`config.mk`:
```
export PLATFORM = sky130hd
export DESIGN_NAME = pim_lut_search_engine_flat
export DESIGN_NICKNAME = d
export VERILOG_FILES = /design/src/rtl/pim_lut_search_engine_if.sv /design/src/rtl/pim_lut_search_engine.sv /design/src/flat_wrapper.sv
export SDC_FILE = /design/constraint.sdc
export NUM_CORES = 1
export LEC_CHECK = 0
export BUFFER_PORTS_ARGS = -buffer_cell sky130_fd_sc_hd__buf_4
export CORE_MARGIN = 1.5
export CORE_UTILIZATION = 58
export CTS_CLUSTER_SIZE = 12
export DETAILED_ROUTE_END_ITERATION = 6
export PLACE_DENSITY_LB_ADDON = 0.2
export SETUP_SLACK_MARGIN = 0.15
export SLEW_MARGIN = 20
export SYNTH_ARGS = -nofsm -noshare
export SYNTH_HDL_FRONTEND = slang
export SYNTH_SLANG_ARGS = --single-unit
```
`constraint.sdc`:
```
create_clock -name clk -period 3.55 [get_ports clk]
set_input_delay 1.065 -clock clk [delete_from_list [all_inputs] [get_ports clk]]
set_output_delay 1.065 -clock clk [all_outputs]
set_load 0.05 [all_outputs]
```
`src/rtl/pim_lut_search_engine_if.sv`:
```
// Stream bundle for pim_lut_search_engine: offset load, LUT burst input, result beat output.
// Optional statistics signals exist only when PIM_LUT_STAT_EN is defined.
interface pim_lut_search_engine_if #(
  parameter int NUM_ACC    = 16,
  parameter int DATA_W     = 16,
  parameter int ENTRIES    = 16,
  parameter int NUM_BURSTS = 4,
  parameter int LANES      = 4
);
  localparam int ENT_W = $clog2(ENTRIES);
  localparam int BID_W = (NUM_BURSTS > 1) ? $clog2(NUM_BURSTS) : 1;
  localparam int OFF_W = ENT_W + BID_W;

  logic                        i_off_load;
  logic [NUM_ACC*OFF_W-1:0]    i_acc_offset;
  logic                        i_lut_valid;
  logic                        o_lut_ready;
  logic [BID_W-1:0]            i_lut_bid;
  logic [ENTRIES*DATA_W-1:0]   i_lut_data;
  logic                        o_res_valid;
  logic                        i_res_ready;
  logic [LANES*DATA_W-1:0]     o_res_data;
  logic [NUM_ACC-1:0]          o_res_enable;
  logic                        o_busy;
  logic                        o_done;
`ifdef PIM_LUT_STAT_EN
  logic [15:0]                 o_stat_bursts;
  logic [15:0]                 o_stat_drops;
`endif

  modport slave (
    input  i_off_load, i_acc_offset, i_lut_valid, i_lut_bid, i_lut_data, i_res_ready,
    output o_lut_ready, o_res_valid, o_res_data, o_res_enable, o_busy, o_done
`ifdef PIM_LUT_STAT_EN
    , output o_stat_bursts, o_stat_drops
`endif
  );

  modport master (
    output i_off_load, i_acc_offset, i_lut_valid, i_lut_bid, i_lut_data, i_res_ready,
    input  o_lut_ready, o_res_valid, o_res_data, o_res_enable, o_busy, o_done
`ifdef PIM_LUT_STAT_EN
    , input o_stat_bursts, o_stat_drops
`endif
  );
endinterface

```
`src/rtl/pim_lut_search_engine.sv`:
```
// LUT lookup engine: resolves one LUT entry per accumulator from tagged bursts, LANES per beat.
// Define PIM_LUT_STAT_EN to add saturating accepted-burst / dropped-burst counters.
module pim_lut_search_engine #(
  parameter int NUM_ACC    = 16,
  parameter int DATA_W     = 16,
  parameter int ENTRIES    = 16,
  parameter int NUM_BURSTS = 4,
  parameter int LANES      = 4
) (
  input logic                     clk,
  input logic                     rst_x,
  pim_lut_search_engine_if.slave  bus
);
  localparam int ENT_W = $clog2(ENTRIES);
  localparam int BID_W = (NUM_BURSTS > 1) ? $clog2(NUM_BURSTS) : 1;
  localparam int OFF_W = ENT_W + BID_W;
  localparam int NGRP  = NUM_ACC / LANES;
  localparam int GRP_W = (NGRP > 1) ? $clog2(NGRP) : 1;

  typedef enum logic [1:0] {S_IDLE, S_WAIT, S_SCAN, S_DRAIN} state_t;

  state_t                     state_q, state_d;
  logic [NUM_ACC*OFF_W-1:0]   off_q;
  logic [NUM_ACC-1:0]         pending_q, pending_d;
  logic [NUM_ACC-1:0]         hit_q, new_hit, grp_sel, beat_en;
  logic [ENTRIES*DATA_W-1:0]  burst_q;
  logic [GRP_W-1:0]           grp_q, grp_d;
  logic                       res_valid_q;
  logic [LANES*DATA_W-1:0]    res_data_q, lane_data;
  logic [NUM_ACC-1:0]         res_enable_q;
  logic [LANES-1:0]           grp_hit;
  logic                       out_free, load_off, accept_burst, load_beat, done;

  genvar gi;
  generate
    for (gi = 0; gi < NUM_ACC; gi++) begin : g_acc
      assign new_hit[gi] = pending_q[gi] &
                           (off_q[gi*OFF_W+ENT_W +: BID_W] == bus.i_lut_bid);
      assign grp_sel[gi] = ((gi / LANES) == int'(grp_q));
    end
    for (gi = 0; gi < LANES; gi++) begin : g_lane
      logic [ENT_W-1:0] entry;
      assign entry = off_q[(int'(grp_q)*LANES + gi)*OFF_W +: ENT_W];
      assign lane_data[gi*DATA_W +: DATA_W] =
          grp_hit[gi] ? burst_q[int'(entry)*DATA_W +: DATA_W] : '0;
    end
  endgenerate

  assign beat_en  = hit_q & grp_sel;
  assign grp_hit  = hit_q[int'(grp_q)*LANES +: LANES];
  assign out_free = !res_valid_q || bus.i_res_ready;

  always_comb begin
    state_d      = state_q;
    pending_d    = pending_q;
    grp_d        = grp_q;
    load_off     = 1'b0;
    accept_burst = 1'b0;
    load_beat    = 1'b0;
    done         = 1'b0;
    case (state_q)
      S_IDLE: begin
        if (bus.i_off_load) begin
          load_off  = 1'b1;
          pending_d = '1;
          state_d   = S_WAIT;
        end
      end
      S_WAIT: begin
        if (bus.i_lut_valid) begin
          accept_burst = 1'b1;
          if (|new_hit) begin
            state_d = S_SCAN;
            grp_d   = '0;
          end
        end
      end
      S_SCAN: begin
        // Empty groups advance freely; populated ones wait for the output register.
        if (!(|grp_hit) || out_free) begin
          load_beat = |grp_hit;
          if (load_beat) pending_d = pending_q & ~beat_en;
          if (grp_q == GRP_W'(NGRP-1)) begin
            grp_d   = '0;
            state_d = (pending_d == '0) ? S_DRAIN : S_WAIT;
          end else begin
            grp_d = grp_q + 1'b1;
          end
        end
      end
      S_DRAIN: begin
        if (!res_valid_q) begin
          done    = 1'b1;
          state_d = S_IDLE;
        end
      end
      default: state_d = S_IDLE;
    endcase
  end

  always_ff @(posedge clk or negedge rst_x) begin
    if (!rst_x) begin
      state_q      <= S_IDLE;
      off_q        <= '0;
      pending_q    <= '0;
      hit_q        <= '0;
      burst_q      <= '0;
      grp_q        <= '0;
      res_valid_q  <= 1'b0;
      res_data_q   <= '0;
      res_enable_q <= '0;
    end else begin
      state_q   <= state_d;
      pending_q <= pending_d;
      grp_q     <= grp_d;
      if (load_off) off_q <= bus.i_acc_offset;
      if (accept_burst) begin
        burst_q <= bus.i_lut_data;
        hit_q   <= new_hit;
      end
      if (load_beat) begin
        res_valid_q  <= 1'b1;
        res_data_q   <= lane_data;
        res_enable_q <= beat_en;
      end else if (bus.i_res_ready) begin
        res_valid_q <= 1'b0;
      end
    end
  end

  assign bus.o_lut_ready  = (state_q == S_WAIT);
  assign bus.o_res_valid  = res_valid_q;
  assign bus.o_res_data   = res_data_q;
  assign bus.o_res_enable = res_enable_q;
  assign bus.o_busy       = (state_q != S_IDLE);
  assign bus.o_done       = done;

`ifdef PIM_LUT_STAT_EN
  logic [15:0] stat_bursts_q, stat_drops_q;

  always_ff @(posedge clk or negedge rst_x) begin
    if (!rst_x) begin
      stat_bursts_q <= '0;
      stat_drops_q  <= '0;
    end else if (load_off) begin
      stat_bursts_q <= '0;
      stat_drops_q  <= '0;
    end else if (accept_burst) begin
      if (stat_bursts_q != 16'hFFFF) stat_bursts_q <= stat_bursts_q + 16'd1;
      if (!(|new_hit) && (stat_drops_q != 16'hFFFF)) stat_drops_q <= stat_drops_q + 16'd1;
    end
  end

  assign bus.o_stat_bursts = stat_bursts_q;
  assign bus.o_stat_drops  = stat_drops_q;
`endif
endmodule
```
`src/flat_wrapper.sv`:
```
// flat-port wrapper written by rule: the top's interface ports become plain ports
module pim_lut_search_engine_flat 
#(
  parameter int NUM_ACC    = 16,
  parameter int DATA_W     = 16,
  parameter int ENTRIES    = 16,
  parameter int NUM_BURSTS = 4,
  parameter int LANES      = 4
)
  (clk, rst_x, bus_i_off_load, bus_i_acc_offset, bus_i_lut_valid, bus_i_lut_bid, bus_i_lut_data, bus_i_res_ready, bus_o_lut_ready, bus_o_res_valid, bus_o_res_data, bus_o_res_enable, bus_o_busy, bus_o_done);
  pim_lut_search_engine_if #(.NUM_ACC(NUM_ACC), .DATA_W(DATA_W), .ENTRIES(ENTRIES), .NUM_BURSTS(NUM_BURSTS), .LANES(LANES)) bus_i ();
  input logic clk;
  input logic rst_x;
  input wire logic [$bits(bus_i.i_off_load)-1:0] bus_i_off_load;
  input wire logic [$bits(bus_i.i_acc_offset)-1:0] bus_i_acc_offset;
  input wire logic [$bits(bus_i.i_lut_valid)-1:0] bus_i_lut_valid;
  input wire logic [$bits(bus_i.i_lut_bid)-1:0] bus_i_lut_bid;
  input wire logic [$bits(bus_i.i_lut_data)-1:0] bus_i_lut_data;
  input wire logic [$bits(bus_i.i_res_ready)-1:0] bus_i_res_ready;
  output wire logic [$bits(bus_i.o_lut_ready)-1:0] bus_o_lut_ready;
  output wire logic [$bits(bus_i.o_res_valid)-1:0] bus_o_res_valid;
  output wire logic [$bits(bus_i.o_res_data)-1:0] bus_o_res_data;
  output wire logic [$bits(bus_i.o_res_enable)-1:0] bus_o_res_enable;
  output wire logic [$bits(bus_i.o_busy)-1:0] bus_o_busy;
  output wire logic [$bits(bus_i.o_done)-1:0] bus_o_done;
  assign bus_i.i_off_load = bus_i_off_load;
  assign bus_i.i_acc_offset = bus_i_acc_offset;
  assign bus_i.i_lut_valid = bus_i_lut_valid;
  assign bus_i.i_lut_bid = bus_i_lut_bid;
  assign bus_i.i_lut_data = bus_i_lut_data;
  assign bus_i.i_res_ready = bus_i_res_ready;
  assign bus_o_lut_ready = bus_i.o_lut_ready;
  assign bus_o_res_valid = bus_i.o_res_valid;
  assign bus_o_res_data = bus_i.o_res_data;
  assign bus_o_res_enable = bus_i.o_res_enable;
  assign bus_o_busy = bus_i.o_busy;
  assign bus_o_done = bus_i.o_done;
  pim_lut_search_engine #(.NUM_ACC(NUM_ACC), .DATA_W(DATA_W), .ENTRIES(ENTRIES), .NUM_BURSTS(NUM_BURSTS), .LANES(LANES)) u_core (.clk(clk), .rst_x(rst_x), .bus(bus_i));
endmodule
```
==> results.ini <==
[cts]
cts-root-buf=clkbuf_16
cts_buffer_depth=3
cts_tree=done
path_clk_slew_ns=0.07
cts.sinks=469
clock_latency_ns=0.62
cts_buffers=52
h-tree-depth=2

[global_routing]
grt_max_degree=97
overflow=0
grt.total_usage=0.411
grt_first_pass_wirelength_um=151000
antenna_found_initial=2
grt_pass1_vias=24444

[floorplanning]
start_util=0.585
die_x_um=222
rows=80
core_um2=47500
dieArea_um2=49300
ios=443
die_h_um=222

[synth]
synthFlopType=dfrtp_1
synthDistinctLibCells=64
ys_seq_elements=469
ys_seq_area_frac=0.422
syn_avg_cell_area_um2=10.8
syn_inst=2563
synth_area_um2=27800
async_flop_share=1.00
synth_nets=2927
synth-edff-count=0
yosysWarnings=0

[setup_path]
cpPeakStageDelay_ns=0.50
crit_required_ns=4.04
rr_worst_depth=11
end_kind=flip-flop
timing.reg2reg.setup_slack_ns=0.25
crit_fanout=18
worstSetupPathType=reg -> reg
critical_path_arrival_ns=3.79
path_cells=inv_1, buf_4, ha_1, or3b_2, o22ai_1, o21a_1, or2_4, buf_12, mux4_2, a22oi_1, nand3_1
reg2reg_to=u_core.bus.o_res_data[57]
r2r-start=u_core.grp_q[0]
crit_path_start_kind=flip-flop
crit_slowest_cell=or3b_2

[final_layout]
layout.nets=3334
area_growth_pct=22.5
utilization=0.717
drive_gt1_frac=0.367
n_antenna_cell=0
n_fill_cell=3394

[detailed_routing]
drc=0
vias_per_cell=6.73
routedWlPerCell_um=28.2
wirelength_um=102000
drtAntennaViolNets=0
drtPass1Iterations=6
dr_total_vias=24373
initialDrtViolationCount=2773

[pwr]
power_frac_clock=0.133
p_switching_mw=19.6
sw_frac_of_total=0.467
p_int_mw=22.4
leakagePower_nw=15.1
p_per_area_nw_per_um2=1230
peakVddDrop_mv=1.01
power_frac_seq=0.276
p_comb_frac=0.591

[min_path]
hold_path_class=in -> async

[timing]
slew_headroom=0.432
period_share=0.930
fin_tns_setup_ns=0
fmaxAchievable_mhz=303
setup_viol=0
tightest_slew_ns=0.852
finalCriticalPeriod_ns=3.30
setup_ws_ns=0.248
skew_ns=0.0170
rsz0062_at_grt=yes
slew_viol_final=0
finalHoldViolCount=0

[placement]
portBuffers=442
dp_hpwl_um=74900
post-place-ws_ns=0.0729
place_congestion=1.03

[outcome]
status=finished clean

[job]
cap_violations=0

==> metal layers <==
| metal | vias up | part of all wire | routed length [um] | GRT usage |
|---|---|---|---|---|
| li1 | 10259 | - | - | - |
| met1 | 12100 | 0.34 | 35100 | 0.477 |
| met2 | 1579 | 0.49 | 50600 | 0.702 |
| met3 | 431 | 0.085 | 8660 | 0.0714 |
| met4 | 4 | 0.078 | 7930 | 0.271 |
| met5 | - | 0.00022 | 23 | 0 |
==> area by class of cell <==
cell class,count,area (um^2),share of cell area
Clock buffer,77,1530,0.0448
Tap cell,615,769,0.0226
Multi-Input combinational cell,1834,14900,0.438
Clock inverter,15,203,0.00595
Timing Repair Buffer,558,4720,0.138
Inverter,55,206,0.00606
Sequential cell,469,11700,0.345
==> power groups by stage <==
| stage | clock [mW] | combinational (mW) | sequential [mW] |
|---|---|---|---|
| 2_1_floorplan | 0 | 16.5 | 10.7 |
| 3_3_place_gp | 0 | 23.3 | 11.3 |
| 3_5_place_dp | 0 | 23.9 | 11.5 |
| 4_1_cts | 5.61 | 24.0 | 11.4 |
| 5_1_grt | 5.81 | 26.1 | 11.7 |
| 6_report | 5.58 | 24.9 | 11.6 |
==> cells by family after synthesis <==
family | share of synthesized area
buf+inv | 0.0459
compound gates | 0.109
mux | 0.293
xor+xnor | 0.0101
flops | 0.422
fa+ha+maj | 0.00225
simple gates | 0.118
==> critical path, delay by kind of cell, from the launching register on <==
| kind | cells | cell delay, ns |
|---|---|---|
| compound gates | 3 | 0.82 |
| fa+ha+maj | 1 | 0.26 |
| buf+inv | 3 | 0.45 |
| flops | 1 | 0.40 |
| mux | 1 | 0.30 |
| simple gates | 3 | 0.92 |
==> flip-flops by register name (all words and copies together) (netlist names) <==
signal	flops
u_core.burst_q	256
u_core.bus.o_res_data	64
u_core.bus.o_res_enable	16
u_core.bus.o_res_valid	1
u_core.grp_q	2
u_core.hit_q	16
u_core.off_q	96
u_core.pending_q	16
u_core.state_q	2
==> how the worst max path moves through the flow <==
stage / from / endpoint / cells after the start
after floorplan: u_core.grp_q[1] / u_core.bus.o_res_data[20] / 12
after global placement: u_core.grp_q[0] / u_core.bus.o_res_data[37] / 13
after CTS: u_core.grp_q[0] / u_core.bus.o_res_data[33] / 13
after global routing: u_core.grp_q[1] / u_core.bus.o_res_data[38] / 14
final: u_core.grp_q[0] / u_core.bus.o_res_data[57] / 11
after detailed placement: u_core.grp_q[0] / u_core.bus.o_res_data[33] / 13
==> synthesized netlist by cell type, drive strengths merged, types with 24 or more instances <==
master	n	area, um^2
nand2	522	1960
dfrtp	469	11700
mux2	304	3430
mux2i	159	1590
mux4	139	3130
buf	106	696
clkbuf	99	373
a211oi	93	698
o21ai	75	387
nor2	70	265
nand3	67	335
a311oi	64	561
inv	55	206
a22oi	52	390
a21oi	44	220
nor2b	42	263
xnor2	32	280
nor3	29	145
o211ai	24	180
==> timing repair <==
action,in CTS,in global routing
hold buffers,0,0
gates cloned,0,2
endpoints found under the setup margin,28,45
buffers inserted,0,4
gates resized for setup,1,14
pin swaps,0,2
==> per-stage QoR <==
stage	power (mW)	instance area [um^2]	std cells	hold WS (ns)
finish	42.1	34100	3623	0.332
detailed placement	35.3	32200	3525	0.466
global route	43.6	34100	3623	0.346
floorplan	27.2	27800	2563	0.440
CTS	41.0	33900	3617	0.328
global placement	34.7	32200	3525	0.459
==> cell usage in the layout (no fill, tap or decap), drive strengths merged, types with 3 or more instances in the layout <==
master,count
nand4,6
a21oi,44
buf,556
nand2b,7
a211o,3
dfrtp,469
inv,58
nor4,7
o211ai,24
nor3,29
mux4,139
nand3,67
xnor2,32
clkinv,6
a22o,14
clkbuf,79
ha,5
o22ai,8
mux2,304
a222oi,16
nor2,70
and2,3
or3,14
a2111oi,3
a22oi,52
bufinv,4
a211oi,93
mux2i,159
nor2b,42
or2,3
o31ai,5
a311oi,64
o21ai,75
nand2,522
(Power assumes the default switching activity.)
